`src/rtl/register_file_mp_if.sv`:
```
// register_file_mp bus: phase enables, read/write ports, LED shadow.
// Parameters must match those of the attached register_file_mp.
interface register_file_mp_if #(
    parameter int DATA_WIDTH = 32,
    parameter int ADDR_WIDTH = 5,
    parameter int NUM_READ   = 2,
    parameter int LED_WIDTH  = 7
);
    logic [1:0]                     CLK_EN;
    logic [NUM_READ*ADDR_WIDTH-1:0] READ_ADDRESS;
    logic [ADDR_WIDTH-1:0]          WRITE_ADDRESS;
    logic                           WRITE_ENABLE;
    logic [DATA_WIDTH-1:0]          WRITE_DATA;
    logic [NUM_READ*DATA_WIDTH-1:0] READ_DATA;
    logic [LED_WIDTH-1:0]           LEDS;

    modport master (
        output CLK_EN, READ_ADDRESS, WRITE_ADDRESS,
        output WRITE_ENABLE, WRITE_DATA,
        input  READ_DATA, LEDS
    );

    modport slave (
        input  CLK_EN, READ_ADDRESS, WRITE_ADDRESS,
        input  WRITE_ENABLE, WRITE_DATA,
        output READ_DATA, LEDS
    );
endinterface

```
`src/rtl/register_file_mp.sv`:
```
// Multi-read-port flop register file with two-phase enables,
// optional zero register, optional write-first bypass and LED shadow.
module register_file_mp #(
    parameter int DATA_WIDTH = 32,
    parameter int ADDR_WIDTH = 5,
    parameter int NUM_READ   = 2,
    parameter bit ZERO_REG   = 1'b1,
    parameter bit BYPASS     = 1'b1,
    parameter int LED_ADDR   = 3,
    parameter int LED_WIDTH  = 7
) (
    input logic               CLK,
    input logic               RST_N,
    register_file_mp_if.slave bus
);
    localparam int DEPTH = 2 ** ADDR_WIDTH;

    if (NUM_READ < 1 || NUM_READ > 4) begin : g_bad_num_read
        $error("register_file_mp: NUM_READ must be 1..4");
    end
    if (LED_WIDTH > DATA_WIDTH) begin : g_bad_led_width
        $error("register_file_mp: LED_WIDTH exceeds DATA_WIDTH");
    end

    logic                  rd_en;
    logic                  wr_go;
    logic                  wr_arr;
    logic                  led_hit;
    logic [DATA_WIDTH-1:0] mem     [DEPTH];
    logic [DATA_WIDTH-1:0] rd_next [NUM_READ];
    logic [DATA_WIDTH-1:0] rd_q    [NUM_READ];

    assign rd_en   = bus.CLK_EN[0] | bus.CLK_EN[1];
    assign wr_go   = bus.CLK_EN[1] & bus.WRITE_ENABLE;
    // Register 0 stays zero when hardwired; the LED path still sees it.
    assign wr_arr  = wr_go &
                     ~(ZERO_REG & (bus.WRITE_ADDRESS == '0));
    assign led_hit = wr_go &
                     (bus.WRITE_ADDRESS == ADDR_WIDTH'(LED_ADDR));

    for (genvar g = 0; g < NUM_READ; g++) begin : g_rd
        logic [ADDR_WIDTH-1:0] ra;
        logic                  zero_hit;
        logic                  fwd_hit;

        assign ra       = bus.READ_ADDRESS[g*ADDR_WIDTH +: ADDR_WIDTH];
        assign zero_hit = ZERO_REG & (ra == '0);
        assign fwd_hit  = BYPASS & wr_go & (bus.WRITE_ADDRESS == ra);
        assign rd_next[g] = zero_hit ? '0 :
                            fwd_hit  ? bus.WRITE_DATA : mem[ra];
        assign bus.READ_DATA[g*DATA_WIDTH +: DATA_WIDTH] = rd_q[g];
    end

    // Storage array: cleared on reset, written in the commit phase.
    always_ff @(posedge CLK or negedge RST_N) begin
        if (!RST_N) begin
            for (int i = 0; i < DEPTH; i++) mem[i] <= '0;
        end else if (wr_arr) begin
            mem[bus.WRITE_ADDRESS] <= bus.WRITE_DATA;
        end
    end

    // Read capture registers, one per port, held while no phase is active.
    always_ff @(posedge CLK or negedge RST_N) begin
        if (!RST_N) begin
            for (int p = 0; p < NUM_READ; p++) rd_q[p] <= '0;
        end else if (rd_en) begin
            for (int p = 0; p < NUM_READ; p++) rd_q[p] <= rd_next[p];
        end
    end

    // LED shadow: low bits of any committed write to LED_ADDR.
    always_ff @(posedge CLK or negedge RST_N) begin
        if (!RST_N) begin
            bus.LEDS <= '0;
        end else if (led_hit) begin
            bus.LEDS <= bus.WRITE_DATA[LED_WIDTH-1:0];
        end
    end
endmodule

```
`src/flat_wrapper.sv`:
```
// flat-port wrapper written by rule: the top's interface ports become plain ports
module register_file_mp_flat 
#(
    parameter int DATA_WIDTH = 32,
    parameter int ADDR_WIDTH = 5,
    parameter int NUM_READ   = 2,
    parameter bit ZERO_REG   = 1'b1,
    parameter bit BYPASS     = 1'b1,
    parameter int LED_ADDR   = 3,
    parameter int LED_WIDTH  = 7
)
  (CLK, RST_N, bus_CLK_EN, bus_READ_ADDRESS, bus_WRITE_ADDRESS, bus_WRITE_ENABLE, bus_WRITE_DATA, bus_READ_DATA, bus_LEDS);
  register_file_mp_if #(.DATA_WIDTH(DATA_WIDTH), .ADDR_WIDTH(ADDR_WIDTH), .NUM_READ(NUM_READ), .LED_WIDTH(LED_WIDTH)) bus_i ();
  input logic CLK;
  input logic RST_N;
  input wire logic [$bits(bus_i.CLK_EN)-1:0] bus_CLK_EN;
  input wire logic [$bits(bus_i.READ_ADDRESS)-1:0] bus_READ_ADDRESS;
  input wire logic [$bits(bus_i.WRITE_ADDRESS)-1:0] bus_WRITE_ADDRESS;
  input wire logic [$bits(bus_i.WRITE_ENABLE)-1:0] bus_WRITE_ENABLE;
  input wire logic [$bits(bus_i.WRITE_DATA)-1:0] bus_WRITE_DATA;
  output wire logic [$bits(bus_i.READ_DATA)-1:0] bus_READ_DATA;
  output wire logic [$bits(bus_i.LEDS)-1:0] bus_LEDS;
  assign bus_i.CLK_EN = bus_CLK_EN;
  assign bus_i.READ_ADDRESS = bus_READ_ADDRESS;
  assign bus_i.WRITE_ADDRESS = bus_WRITE_ADDRESS;
  assign bus_i.WRITE_ENABLE = bus_WRITE_ENABLE;
  assign bus_i.WRITE_DATA = bus_WRITE_DATA;
  assign bus_READ_DATA = bus_i.READ_DATA;
  assign bus_LEDS = bus_i.LEDS;
  register_file_mp #(.DATA_WIDTH(DATA_WIDTH), .ADDR_WIDTH(ADDR_WIDTH), .NUM_READ(NUM_READ), .ZERO_REG(ZERO_REG), .BYPASS(BYPASS), .LED_ADDR(LED_ADDR), .LED_WIDTH(LED_WIDTH)) u_core (.CLK(CLK), .RST_N(RST_N), .bus(bus_i));
endmodule
```
`config.mk`:
```
export PLATFORM = sky130hd
export DESIGN_NAME = register_file_mp_flat
export DESIGN_NICKNAME = d
export VERILOG_FILES = /design/src/rtl/register_file_mp_if.sv /design/src/rtl/register_file_mp.sv /design/src/flat_wrapper.sv
export SDC_FILE = /design/constraint.sdc
export NUM_CORES = 2
export LEC_CHECK = 0
export CORE_UTILIZATION = 30
export CTS_CLUSTER_SIZE = 24
export DETAILED_ROUTE_END_ITERATION = 8
export PLACE_DENSITY_LB_ADDON = 0.3
export SYNTH_ARGS = -nofsm -noshare
export SYNTH_HDL_FRONTEND = slang
export SYNTH_SLANG_ARGS = --single-unit
export TNS_END_PERCENT = 50
```
`constraint.sdc`:
```
create_clock -name CLK -period 2.2 [get_ports CLK]
set_clock_uncertainty 0.1 [all_clocks]
set_input_delay 0.44 -clock CLK [delete_from_list [all_inputs] [get_ports CLK]]
set_output_delay 0.44 -clock CLK [all_outputs]
set_load 0.02 [all_outputs]
```
Yosys cells after proc, flatten, opt, wreduce, memory -nomap -nowiden:

Index checks and enable logic that the tools add are counted.

* input port bits: 52
* word-level logic and storage cells: 69
* output and inout bits: 71
* bits in registers: 1095

* equality and inequality tests: 3
* mux-type cells: 13
* order comparisons: 4
* reductions and logical operators: 4
* bitwise gates (word level): 10

Operators by type and width (count)
* $bwmux W1024: 1
* $bmux W32 S5: 2
* $mux W32: 9
* $demux W32 S5: 1
* $ge A6 B6 Y1 const B: 3
* $not A5 Y6: 3
* $logic_not A5 Y1: 3
* $eq A5 B5 Y1: 2
* $lt A6 B1 Y1 const B: 1
* $and A1 B1 Y1: 5
* $eq A5 B2 Y1 const B: 1
* $logic_and A1 B1 Y1: 1
* $not A1 Y1: 1
* $or A1 B1 Y1: 1

Depth between registers and ports, before layout:

* word-level depth: 6
* mapped depth: 10
* mapped depth without buffers: 5

Worst setup path after synthesis:

Ideal clock, no wire load.

* path kind: input -> register
* start: input bus_READ_ADDRESS[5]
* end: register u_core.rd_q, in the netlist u_core.bus.READ_DATA[42]
* setup time: 0.131 ns
* stages: 6
* buffers on the path: 2
* data arrival time: 2.342 ns
* setup slack: -0.373 ns
* required time: 1.969 ns
* path through: clkbuf_1 > buf_1 > mux4_2 > a22oi_1 > a21oi_1 > or3_1

* cells in the longest elaborated chain, start to end: 6
* elaborated cells between the ends (all ways): 9
* those cells by class: 1 x eq/ne; 5 x mux; 2 x bitwise; 1 x reduce/logical

RTL lines
* start, declared: RTL line flat_wrapper.sv:17 `input wire logic [$bits(bus_i.READ_ADDRESS)-1:0] bus_READ_ADDRESS;`
* $not A5 Y6 (not written as such): RTL line register_file_mp.sv:50 `fwd_hit ? bus.WRITE_DATA : mem[ra];`
* $bmux W32 S5: RTL line register_file_mp.sv:50
* $mux W32 (not written as such) (2 in series): RTL line register_file_mp.sv:50
* $mux W32: RTL line register_file_mp.sv:50
* $mux W32 *: RTL line register_file_mp.sv:49 `assign rd_next[g] = zero_hit ? '0 :`
* end, declared: RTL line register_file_mp.sv:31 `logic [DATA_WIDTH-1:0] rd_q [NUM_READ];`

Every way passes the cells marked *; elsewhere a longest branch is shown, timed or not. The select of a mux whose other input is x is not followed.
A chain may end at the register's enable or synchronous reset.

Final worst setup path:

* start: register u_core.mem[743] (netlist bit)
* end: register u_core.rd_q, in the netlist u_core.bus.READ_DATA[7]

* cells in the longest elaborated chain, start to end: 5

RTL lines
* start, declared: RTL line register_file_mp.sv:29 `logic [DATA_WIDTH-1:0] mem [DEPTH];`
* start signal, assigned by index: RTL line register_file_mp.sv:59 `mem[bus.WRITE_ADDRESS] <= bus.WRITE_DATA;`
* $bmux W32 S5: RTL line register_file_mp.sv:50
* $mux W32 (not written as such) (2 in series): RTL line register_file_mp.sv:50
* $mux W32: RTL line register_file_mp.sv:50
* $mux W32: RTL line register_file_mp.sv:49

Every way passes these cells. The select of a mux whose other input is x is not followed.

==> results.yml <==
route:
  vias: 38200
  wl_per_cell_um: 30.2
  totalWireLength_um: 205000
  firstDrtPassIters: 5
  drc: 0
  drt-vias-per-instance: 5.62
  drt_iter0_drc: 3455
  antenna_left: 0
power:
  p_leak_nw: 31.5
  total_power_w: 0.0555
  vdd_drop_max_v: 0.000635
  power_density_nw_per_um2: 789
grt:
  grt_pass1_vias: 39600
  grt_usage: 0.215
  gr-total-overflow: 0
  grt_pass1_wl_um: 299000
  grt_max_degree: 105
  grt_antenna_before_repair: 4
clock_tree:
  cts.sink_count: 1095
  cts.clk_slew.worst_paths_ps: 60
  cts_root_buf: "clkbuf_16"
  insertion_delay_ps: 770
  cts_tree: "built"
  cts_made_buffers: 118
  htree_levels: 3
  clockBufferDepth: 3
floorplanning:
  die-area_um2: 191000
  start_util: 0.302
  dieHeight_um: 436
  placementRows: 159
  ios: 123
  die_x_um: 436
  core_um2: 188000
sta:
  setup_slack_ps: -0.606
  grt_setup_unrepaired: "yes"
  setup_viol: 1
  period_share: 1.00
  worst_pin_slew_ps: 964
  relSlewSlack: 0.356
  fmax_mhz: 454
  whs_ps: 153
  drv_slew: 0
  finalCriticalPeriod_ps: 2200
  finalHoldViolations: 0
worst_setup_path:
  arrival_ps: 2740
  start_kind: "flip-flop"
  slowest_delay_ps: 460
  worstPathMaxFanout: 3
  critical_path_class: "flip-flop to flip-flop"
  cp_data_required_time_ps: 2730
  critPathCaptureType: "flip-flop"
  slowest_stage: "mux4_2"
  path_cells: "mux4_2 -> mux2_4 -> a2111oi_4 -> nor4_4 -> a221o_1"
job:
  maxCapViolations: 0
status:
  outcome: "finished with violations"
  violations: "setup timing"
synthesis:
  synthArstFlopShare: 1.00
  syn_avg_cell_area_um2: 14.7
  yosys.area.top_type: "dfrtp_1"
  syn_inst: 3841
  netlist.area_leader.share: 0.484
  synth_ff_type: "dfrtp_1"
  synth-edff-count: 0
  synth.distinct_cells: 49
  yosysSeqAreaShare: 0.484
  synth_area_um2: 56600
  ys_warn_count: 0
  synth_area_leaders: "dfrtp_1 (48%), mux4_2 (18%), mux2_1 (10%)"
  synth_fp_nets: 3893
  synth_seq_cells: 1095
cells_and_area:
  syn_to_final_growth_pct: 24.2
  layout-drive-gt1-share: 0.409
  fin_nets: 4256
  nFillCells: 17600
  final_common_cell: "dfrtp_1"
  final_cell_mix: "dfrtp_1 (1082), mux2_1 (526), mux4_2 (456)"
placement:
  hpwlAfterDp_um: 140000
  globalplace.congestion: 0.844
  io_buffers: 122
worst_hold_path:
  hold_path_class: "input pin to asynchronous set/reset pin"
-- cell families after synthesis --
family,synth area share
AND/OR/NAND/NOR,0.0263
flip-flops,0.484
multiplexers,0.398
buffers and inverters,0.0340
AO/OA/AOI/OAI,0.0564
XOR/XNOR,0.00155
-- flip-flops by register name, summed over array words and instances (netlist names) --
signal	cells
u_core.bus.READ_DATA	64
u_core.mem	1024
u_core.bus.LEDS	7
-- per-stage QoR --
stage | area [um2] | util | std cells | setup WS [ps] | TNS (ps)
after floorplan | 57400 | - | 3841 | -115 | -5090
after global placement | 66200 | 0.353 | 6578 | -720 | -541620
after detailed placement | 66200 | 0.353 | 6578 | -753 | -555630
after CTS | 70200 | 0.374 | 6797 | -41.5 | -41.5
after global routing | 70300 | 0.375 | 6798 | -65.5 | -83.3
final | 70300 | 0.375 | 6798 | -0.606 | -0.606
-- worst paths after layout --
check | startpoint | end | slack [ps] | cells after the start
setup / recovery | u_core.mem[743] | u_core.bus.READ_DATA[7] | -0.6 | 5
hold / removal | RST_N | u_core.mem[223] | 150 | 2
setup reg to reg | u_core.mem[743] | u_core.bus.READ_DATA[7] | -0.6 | 5
hold reg to reg | u_core.mem[1008] | u_core.mem[1008] | 300 | 0
max in group asynchronous | RST_N | u_core.mem[248] | 860 | 4
min in group CLK | u_core.mem[1008] | u_core.mem[1008] | 300 | 0
-- synthesized netlist by cell type, drive strengths merged, types with 4 or more instances --
library cell	instances
a221o	29
nor2b	52
o31ai	4
o22ai	30
nor2	34
nor4	18
nand3b	4
a2111oi	26
mux2	986
or3	33
and3	5
a22oi	149
dfrtp	1095
buf	152
mux4	456
mux2i	115
o221ai	10
a21oi	73
nor3	4
nand2	129
xnor2	6
a221oi	14
a22o	37
a211oi	44
clkbuf	292
and2	8
o21ai	13
xor2	4
-- layer usage --
metal / GRT usage / vias to the layer above / part of all wire
li1: - / 15600 / -
met1: 0.278 / 20900 / 0.41
met2: 0.363 / 1360 / 0.50
met3: 0.0257 / 363 / 0.050
met4: 0.0868 / 2 / 0.044
met5: 0 / - / 0.000088
-- timing repair --
action | 4_1_cts | 5_1_grt
hold endpoints to repair | 422 | 0
gates resized for setup | 104 | 8
hold buffers | 1 | 0
pin swaps | 0 | 2
setup endpoints to repair | 72 | 25
buffers inserted | 0 | 1
-- cell type report --
cell class | count | area, um2 | share of cell area
antenna | 1 | 2.50 | 0.0000356
multi-input combinational | 2301 | 27900 | 0.397
timing repair buffer | 687 | 7800 | 0.111
sequential | 1095 | 27400 | 0.390
inverter | 1 | 3.75 | 0.0000534
clock buffer | 177 | 3520 | 0.0500
clock inverter | 41 | 532 | 0.00756
tap | 2495 | 3120 | 0.0444
-- worst max-delay path: cells and delay by family, from the launching register on --
kind,cells,cell delay [ps]
AND/OR/NAND/NOR,1,100
AO/OA/AOI/OAI,2,710
flip-flops,1,400
multiplexers,2,780
-- report_power, final --
part	internal, W	switching, W	total [W]
Combinational	0.00535	0.00419	0.00954
Sequential	0.0228	0.00217	0.0249
Clock	0.0122	0.00879	0.0210
Total	0.0403	0.0151	0.0555
No activity file was read; power rests on OpenSTA's default activity.
